--- config.mk ---
export PLATFORM = sky130hd
export DESIGN_NAME = alu_decode_stage
export DESIGN_NICKNAME = d
export VERILOG_FILES = /design/src/rtl/alu_decode_stage.sv
export SDC_FILE = /design/constraint.sdc
export NUM_CORES = 1
export LEC_CHECK = 0
export CAP_MARGIN = 20
export CORE_MARGIN = 1.5
export CORE_UTILIZATION = 50
export DETAILED_ROUTE_END_ITERATION = 16
export PLACE_DENSITY = 0.8
export SYNTH_ARGS = -nofsm -noshare
export SYNTH_HDL_FRONTEND = slang
export SYNTH_SLANG_ARGS = --single-unit
--- constraint.sdc ---
create_clock -name clk -period 7.1 [get_ports clk]
set_input_delay 1.065 -clock clk [delete_from_list [all_inputs] [get_ports clk]]
set_output_delay 1.065 -clock clk [all_outputs]
set_load 0.01 [all_outputs]
--- src/rtl/alu_decode_stage.sv ---
// alu_decode_stage: decodes a MIPS instruction word into the ALU control
// bundle for EX. A main output register and one skid register sit behind
// valid/ready handshakes, so back-pressure from EX never loses or repeats
// an instruction.

package alu_decode_pkg;

  typedef enum logic [3:0] {
    ALU_AND = 4'b0000,
    ALU_OR  = 4'b0001,
    ALU_ADD = 4'b0010,
    ALU_SUB = 4'b0110,
    ALU_SLT = 4'b0111,
    ALU_SLL = 4'b1000,
    ALU_SRL = 4'b1001,
    ALU_SRA = 4'b1010,
    ALU_LUI = 4'b1011,
    ALU_NOR = 4'b1100,
    ALU_XOR = 4'b1111
  } alu_op_e;

  typedef struct packed {
    alu_op_e     alu_control;
    logic [4:0]  shamt;
    logic [31:0] imm32;
    logic        use_imm;
    logic [4:0]  rs;
    logic [4:0]  rt;
    logic [4:0]  dest;
    logic        reg_write;
    logic        illegal;
  } bundle_t;

endpackage

module alu_decode_stage
  import alu_decode_pkg::*;
#(
  parameter int XLEN = 32
) (
  input  logic            clk,
  input  logic            rst_n,
  input  logic            flush,
  input  logic            in_valid,
  output logic            in_ready,
  input  logic [XLEN-1:0] instr,
  output logic            out_valid,
  input  logic            out_ready,
  output logic [3:0]      alu_control,
  output logic [4:0]      shamt,
  output logic [XLEN-1:0] imm32,
  output logic            use_imm,
  output logic [4:0]      rs,
  output logic [4:0]      rt,
  output logic [4:0]      dest,
  output logic            reg_write,
  output logic            illegal
);

  logic [5:0]  opcode;
  logic [5:0]  funct;
  logic [31:0] imm_sext;
  logic [31:0] imm_zext;
  bundle_t     dec;

  bundle_t     out_q;
  bundle_t     skid_q;
  logic        out_valid_q;
  logic        skid_valid_q;

  logic        in_fire;
  logic        out_fire;
  logic        out_free;

  assign opcode   = instr[31:26];
  assign funct    = instr[5:0];
  assign imm_sext = {{16{instr[15]}}, instr[15:0]};
  assign imm_zext = {16'h0000, instr[15:0]};

  // Combinational decode of the incoming instruction word.
  // NOTE: every field gets a default before the case so no path leaves a
  // field unassigned, which would otherwise infer a latch.
  always_comb begin
    dec             = '0;
    dec.alu_control = ALU_ADD;
    dec.rs          = instr[25:21];
    dec.rt          = instr[20:16];
    case (opcode)
      6'h00: begin
        dec.dest      = instr[15:11];
        dec.reg_write = 1'b1;
        case (funct)
          6'h00:        begin dec.alu_control = ALU_SLL; dec.shamt = instr[10:6]; end
          6'h02:        begin dec.alu_control = ALU_SRL; dec.shamt = instr[10:6]; end
          6'h03:        begin dec.alu_control = ALU_SRA; dec.shamt = instr[10:6]; end
          6'h20, 6'h21: dec.alu_control = ALU_ADD;
          6'h22, 6'h23: dec.alu_control = ALU_SUB;
          6'h24:        dec.alu_control = ALU_AND;
          6'h25:        dec.alu_control = ALU_OR;
          6'h26:        dec.alu_control = ALU_XOR;
          6'h27:        dec.alu_control = ALU_NOR;
          6'h2A, 6'h2B: dec.alu_control = ALU_SLT;
          default:      dec.illegal     = 1'b1;
        endcase
      end
      6'h08, 6'h09, 6'h23: begin
        dec.alu_control = ALU_ADD;
        dec.imm32       = imm_sext;
        dec.use_imm     = 1'b1;
        dec.dest        = instr[20:16];
        dec.reg_write   = 1'b1;
      end
      6'h0A: begin
        dec.alu_control = ALU_SLT;
        dec.imm32       = imm_sext;
        dec.use_imm     = 1'b1;
        dec.dest        = instr[20:16];
        dec.reg_write   = 1'b1;
      end
      6'h0C, 6'h0D, 6'h0E, 6'h0F: begin
        case (opcode[1:0])
          2'b00:   dec.alu_control = ALU_AND;
          2'b01:   dec.alu_control = ALU_OR;
          2'b10:   dec.alu_control = ALU_XOR;
          default: dec.alu_control = ALU_LUI;
        endcase
        // lui passes the raw 16 bits; the ALU applies the <<16.
        dec.imm32     = imm_zext;
        dec.use_imm   = 1'b1;
        dec.dest      = instr[20:16];
        dec.reg_write = 1'b1;
      end
      6'h2B: begin
        dec.alu_control = ALU_ADD;
        dec.imm32       = imm_sext;
        dec.use_imm     = 1'b1;
      end
      6'h04, 6'h05: begin
        // Branches compare rs against rt; the offset rides along in imm32.
        dec.alu_control = ALU_SUB;
        dec.imm32       = imm_sext;
      end
      default: dec.illegal = 1'b1;
    endcase
    // Illegal bundles are neutralised but still flow through the pipe.
    if (dec.illegal) begin
      dec.alu_control = ALU_ADD;
      dec.shamt       = '0;
      dec.imm32       = '0;
      dec.use_imm     = 1'b0;
      dec.dest        = '0;
      dec.reg_write   = 1'b0;
    end
  end

  // in_ready comes straight off the skid flop, so it is registered.
  assign in_ready = ~skid_valid_q;
  assign in_fire  = in_valid & in_ready;
  assign out_fire = out_valid_q & out_ready;
  assign out_free = out_fire | ~out_valid_q;

  // Valid bits and output payload: flush first, then drain skid, then accept.
  // NOTE: sequential state uses non-blocking assignments so every flop
  // samples the pre-edge values regardless of statement order.
  always_ff @(posedge clk or negedge rst_n) begin
    if (!rst_n) begin
      out_valid_q  <= 1'b0;
      skid_valid_q <= 1'b0;
      out_q        <= '0;
    end else if (flush) begin
      out_valid_q  <= 1'b0;
      skid_valid_q <= 1'b0;
    end else if (out_free) begin
      if (skid_valid_q) begin
        out_q        <= skid_q;
        out_valid_q  <= 1'b1;
        skid_valid_q <= 1'b0;
      end else if (in_fire) begin
        out_q       <= dec;
        out_valid_q <= 1'b1;
      end else begin
        out_valid_q <= 1'b0;
      end
    end else if (in_fire) begin
      skid_valid_q <= 1'b1;
    end
  end

  // Skid payload capture while the output is stalled.
  // NOTE: the skid data register has no reset; skid_valid_q qualifies it,
  // so its power-up contents are never observed.
  always_ff @(posedge clk) begin
    if (!flush && !out_free && in_fire) begin
      skid_q <= dec;
    end
  end

  assign out_valid   = out_valid_q;
  assign alu_control = out_q.alu_control;
  assign shamt       = out_q.shamt;
  assign imm32       = out_q.imm32;
  assign use_imm     = out_q.use_imm;
  assign rs          = out_q.rs;
  assign rt          = out_q.rt;
  assign dest        = out_q.dest;
  assign reg_write   = out_q.reg_write;
  assign illegal     = out_q.illegal;

endmodule

Word level (Yosys, flattened, before mapping)
Cells that the tools add are included.
{ "word_totals": {"input_bits": 37, "memories": 0, "reg_bits": 120, "latchBits": 0, "romBits": 0, "mem_bits_rw": 0} }
{ "classes": {"mul": 0, "order_cmp": 0, "n_eq_ne": 25, "n_bitwise": 6, "shift": 0, "reduce_logical": 21, "div": 0, "n_addsub": 0, "muxes": 21} }
{ "ops": {"columns": ["operator", "n"], "rows": [
  ["$mux 59", 2],
  ["$eq 6x6->1 const B", 12],
  ["$pmux 32 s2", 1],
  ["$eq 6x4->1 const B", 7],
  ["$mux 42", 1],
  ["$pmux 4 s9", 1],
  ["$pmux 4 s4", 1],
  ["$reduce_or 13->1", 1],
  ["$eq 6x2->1 const B", 2],
  ["$eq 6x3->1 const B", 2],
  ["$logic_not 6->1", 2],
  ["$pmux 4 s3", 1],
  ["$pmux 6 s2", 1],
  ["$reduce_or 11->1", 1],
  ["$mux 5", 2],
  ["$mux 1", 9],
  ["$reduce_or 9->1", 1],
  ["$reduce_or 8->1", 1],
  ["$reduce_or 7->1", 1],
  ["$mux 6", 1],
  ["$reduce_or 2->1", 3],
  ["$reduce_bool 2->1", 2],
  ["$reduce_or 4->1", 1],
  ["$not 1->1", 3],
  ["other kinds (11)", 14]
]} }

Longest topological paths before layout
{ "logic_depth": {"depth_word": 7, "depth_mapped": 8, "ltp_nobuf": 5} }

Least setup slack after synthesis
OpenSTA, ideal clock, no wires.
{ "synth_path": {"kind": "in2reg", "startpoint": "input out_ready", "endpoint": "register skid_q[0] (netlist name) (enable)", "cell_stages": 2, "setup_ps": 573, "arrival_time_ps": 5834, "setup_slack_ps": 694, "n_path_buf": 0, "required_time_ps": 6527, "cell_sequence": "nand2b_1 -> nor4b_1"} }
{ "synth_between": {"elab_chain_len": 5} }
{ "synth_lines": {"columns": ["item", "line", "rtl"], "rows": [
  ["from (decl)", "48", "input logic out_ready,"],
  ["$and 1x1->1", "159", "assign out_fire = out_valid_q & out_ready;"],
  ["$or 1x1->1", "160", "assign out_free = out_fire | ~out_valid_q;"],
  ["$logic_not 1->1", "193", "if (!flush && !out_free && in_fire) begin"],
  ["$logic_and 1x1->1 (2 in a row)", "193", null],
  ["to (signal assigned)", "194", "skid_q <= dec;"],
  ["to (decl)", "67", "bundle_t skid_q;"]
]} }
Every way passes these cells.
A chain may end at the register's enable or synchronous reset.

Worst setup path in the final report
{ "layout_path": {"startpoint": "input instr[30]", "endpoint": "register out_q, in the netlist alu_control[3]"} }
{ "layout_between": {"elab_chain_len": 6, "elab_cells_between_ends": 20} }
{ "layout_lines": {"columns": ["item", "line", "rtl"], "rows": [
  ["from (decl)", "46", "input logic [XLEN-1:0] instr,"],
  ["$eq 6x3->1 (tied with other cells)", "88", "case (opcode)"],
  ["$reduce_or 11->1 (no line) (tied with other cells)", null, null],
  ["$pmux 1 s2 or $pmux 4 s4 (tied branches)", "88", null],
  ["$mux 42 (*)", "146", "if (dec.illegal) begin"],
  ["$mux 59 (*)", "178", "end else if (in_fire) begin"],
  ["$mux 59 (*)", "174", "if (skid_valid_q) begin"],
  ["to (signal assigned)", "175", "out_q <= skid_q;"],
  ["to (decl)", "66", "bundle_t out_q;"]
]} }
Mark *: on every way between the ends. The rest lies on a longest branch, timed or not. The select of a mux whose other input is x is not followed.

==> flow_metrics.tcl <==
set metrics [dict create \
    syn_area_um2 4283 \
    grtUsageTotal_pct 23.05 \
    tns_ns 0 \
    fin_crit_sh_pct 44.24 \
    fillerInstances 674 \
    gr-total-overflow 0 \
    nNetsFinal 509 \
    synth-edff-count 44 \
    switching_share_pct 25.99 \
    yosysWarnings 0 \
    required_ns 7.37 \
    diodes 0 \
    synthToLayoutAreaGrowth_pct 25.74 \
    cp.arrival_ns 3.41 \
    vias 3406 \
    io-pin-count 98 \
    die_x_um 95.55 \
    numCtsBuffers 9 \
    synth_top_area_cell "edfxtp_1" \
    ys.flop_type "dfrtp_1" \
    setup_viol 0 \
    cts_root_buf "clkbuf_8" \
    p_leak_nw 2.006 \
    synth_nets 441 \
    drc 0 \
    crit_path_max_incr_delay_ns 0.78 \
    synth_top_cell_area_share_pct 30.85 \
    wl_met3_um 795 \
    io_buffers 97 \
    die_y_um 95.55 \
    top_layer_used "met4" \
    cts_tree "yes" \
    powerDensity_nw_per_um2 221.9 \
    cts_hold_repair.buffers 0 \
    path_class "primary input to register" \
    clock_power_share_pct 29.0 \
    detail_route.vias_per_cell 5.852 \
    hold_violations 0 \
    grt_start_max_net_pins 61 \
    cp_top_family "compound AO/OA/AOI/OAI gates" \
    antenna_found_initial 0 \
    core_um2 8258 \
    synth_area_leaders "edfxtp_1 (31%), dfrtp_1 (27%), a21oi_1 (6.5%)" \
    rsz0062_at_grt "no" \
    crit_chain "clkdlybuf4s50_1 -> nor2_1 -> nand3_1 -> a2111oi_1 -> nor3_1 -> o21ai_0" \
    timing.max_slew.rel_slack_pct 33.97 \
    synthCells 404 \
    wl_per_cell_um 17.19 \
    intPower_mw 0.8845 \
    dr_wl_met2_um 4835 \
    worstPathMaxFanout 23 \
    wl_met1_um 4194 \
    synth-async-reset-ratio_pct 51.11 \
    post-route-min-period_ns 3.141 \
    cp_slowest_cell "clkdlybuf4s50_1" \
    wirelength_um 10000 \
    p_sw_mw 0.3105 \
    ctsLongestPathBuffers 2 \
    cts.clk_slew.worst_paths_ns 0.08 \
    drive_above_1_share_pct 5.451 \
    clock_latency_ns 0.36 \
    peakVddDrop_uv 124.0 \
    post_cts_resized 0 \
    postCtsSetupBuffers 0 \
    maxClockFrequency_ghz 0.3183 \
    cp-start-kind "primary input" \
    clock_sinks 90 \
    grt_pass1_wl_um 15770 \
    fp-row-count 33 \
    synth_seq_area_share_pct 57.73 \
    tightest_slew_ns 0.9905 \
    fin_skew_ns 0.01365 \
    synthDistinctLibCells 44 \
    first_pass_iters 6 \
    slew_violations 0 \
    stdcell_count 582 \
    crit_buf_inv 1 \
    place.detailed.hpwl_um 6594 \
    placedCellCount 565 \
    pwr-share-seq_pct 51.2 \
    htree_num_levels 3 \
    maxCapViolCount 0 \
    end_kind "register" \
    status "finished, final reports clean" \
    grt_pass1_vias 3121 \
    drt_iter0_markers 283 \
    hp-class "register to register" \
    dieArea_um2 9130 \
    ant_nets 0 \
    initial_core_util_pct 51.86 \
    p_comb_share_pct 19.7 \
    ys_seq_elements 90 \
    gp_congestion 0.8300 \
    syn_avg_cell_area_um2 10.60 \
]
## per-layer routing
metal / global-route usage, % / vias to the layer above
met5: 0 / -
met4: 7.353 / 0
met3: 5.263 / 14
met2: 35.92 / 169
met1: 32.00 / 1639
li1: - / 1584
## worst reg2reg max path, stage by stage, from the launching register on
cell and delay (ns):
dfrtp_2 0.36, buf_4 0.55, nor2_1 0.22, or3_2 0.87
or3_1 0.50, o21ai_0 0.11, a31oi_1 0.07
## state kept, by name, summed over array words and instances, names as in the netlist
| register | flops |
|---|---|
| skid_valid_q | 1 |
| alu_control | 4 |
| imm32 | 17 |
| reg_write | 1 |
| out_valid | 1 |
| illegal | 1 |
| use_imm | 1 |
| skid_q | 44 |
| rt | 5 |
| dest | 5 |
| rs | 5 |
| shamt | 5 |
## path summary, 6_finish.rpt
check,start,to,cells after the start,slack (ns)
max,instr[30],alu_control[3],6,3.96
min in group asynchronous,rst_n,rt[1],1,0.53
max in group asynchronous,rst_n,skid_valid_q,2,6.08
min reg2reg,rs[3],rs[3],2,0.49
max reg2reg,skid_valid_q,alu_control[2],6,4.32
min,rs[3],rs[3],2,0.49
## synth_stat cells, types with 2 or more instances
cell	instances
a211o_1	2
a21o_1	2
a21oi_1	56
a22oi_1	6
a31oi_1	4
and2_1	22
and3_1	8
buf_2	6
buf_4	16
buf_6	2
clkbuf_1	20
dfrtp_1	46
edfxtp_1	44
inv_1	4
mux2i_1	11
nand2_1	32
nand2b_1	6
nand3_1	8
nand3b_1	4
nor2_1	34
nor2b_1	5
nor3_1	7
o21a_1	2
o21ai_0	18
o31ai_1	5
or3_1	3
or4b_1	14
## area by class of cell
| cell class | count | area, µm² | area share (%) |
|---|---|---|---|
| Inverter | 4 | 15.01 | 0.2788 |
| Tap cell | 105 | 131.4 | 2.440 |
| Timing Repair Buffer | 101 | 1008 | 18.73 |
| Multi-Input combinational cell | 266 | 1560 | 28.97 |
| Clock inverter | 4 | 51.30 | 0.9526 |
| Sequential cell | 90 | 2474 | 45.93 |
| Clock buffer | 12 | 145.1 | 2.695 |
## logic make-up (layout without fill, tap and decap cells)
kind of cell / Yosys count / count (layout) / synth area share (%)
DFF: 90 / 90 / 57.73
and+or+nand+nor: 152 / 152 / 19.60
xor gates and xnor gates: 1 / 1 / 0.2045
muxes: 11 / 11 / 2.571
AOI/OAI and AO/OA: 102 / 102 / 13.76
buffers and inverters: 48 / 121 / 6.135
## through the flow
stage / hold WS, ns / total power, mW / area (µm²) / utilization (%) / setup WS [ns]
global route: 0.5201 / 1.248 / 5385 / 65.21 / 3.796
global placement: 0.4622 / 0.8523 / 5169 / 62.59 / 3.749
finish: 0.4921 / 1.195 / 5385 / 65.21 / 3.959
detailed placement: 0.4744 / 0.8590 / 5169 / 62.59 / 3.657
floorplan: 0.4991 / 0.7273 / 4283 / - / 0.6937
CTS: 0.4928 / 1.201 / 5365 / 64.97 / 4.007
## power groups by stage
stage | registers (mW) | clock network, mW | logic, mW
after global routing | 0.617 | 0.373 | 0.258
after detailed placement | 0.624 | 0 | 0.235
final | 0.612 | 0.347 | 0.236
after CTS | 0.613 | 0.352 | 0.236
after floorplan | 0.637 | 0 | 0.0899
after global placement | 0.622 | 0 | 0.230
## cell usage in the layout, fill, tap and decap left out, drive strengths merged, types with 2 or more instances in the layout
cell type,n
a21oi,56
inv,4
a21boi,2
a211o,2
and3,8
o31ai,5
a31oi,4
dfrtp,46
edfxtp,44
a21o,2
nor3,8
and2,22
o21a,2
or4b,14
or3,3
clkdlybuf4s50,96
clkbuf,12
nand2b,6
clkinv,2
nor2,34
nand3b,4
mux2i,11
nand2,32
buf,5
nor2b,5
o21ai,18
a22oi,6
nand3,8
(Power assumes the default switching activity.)
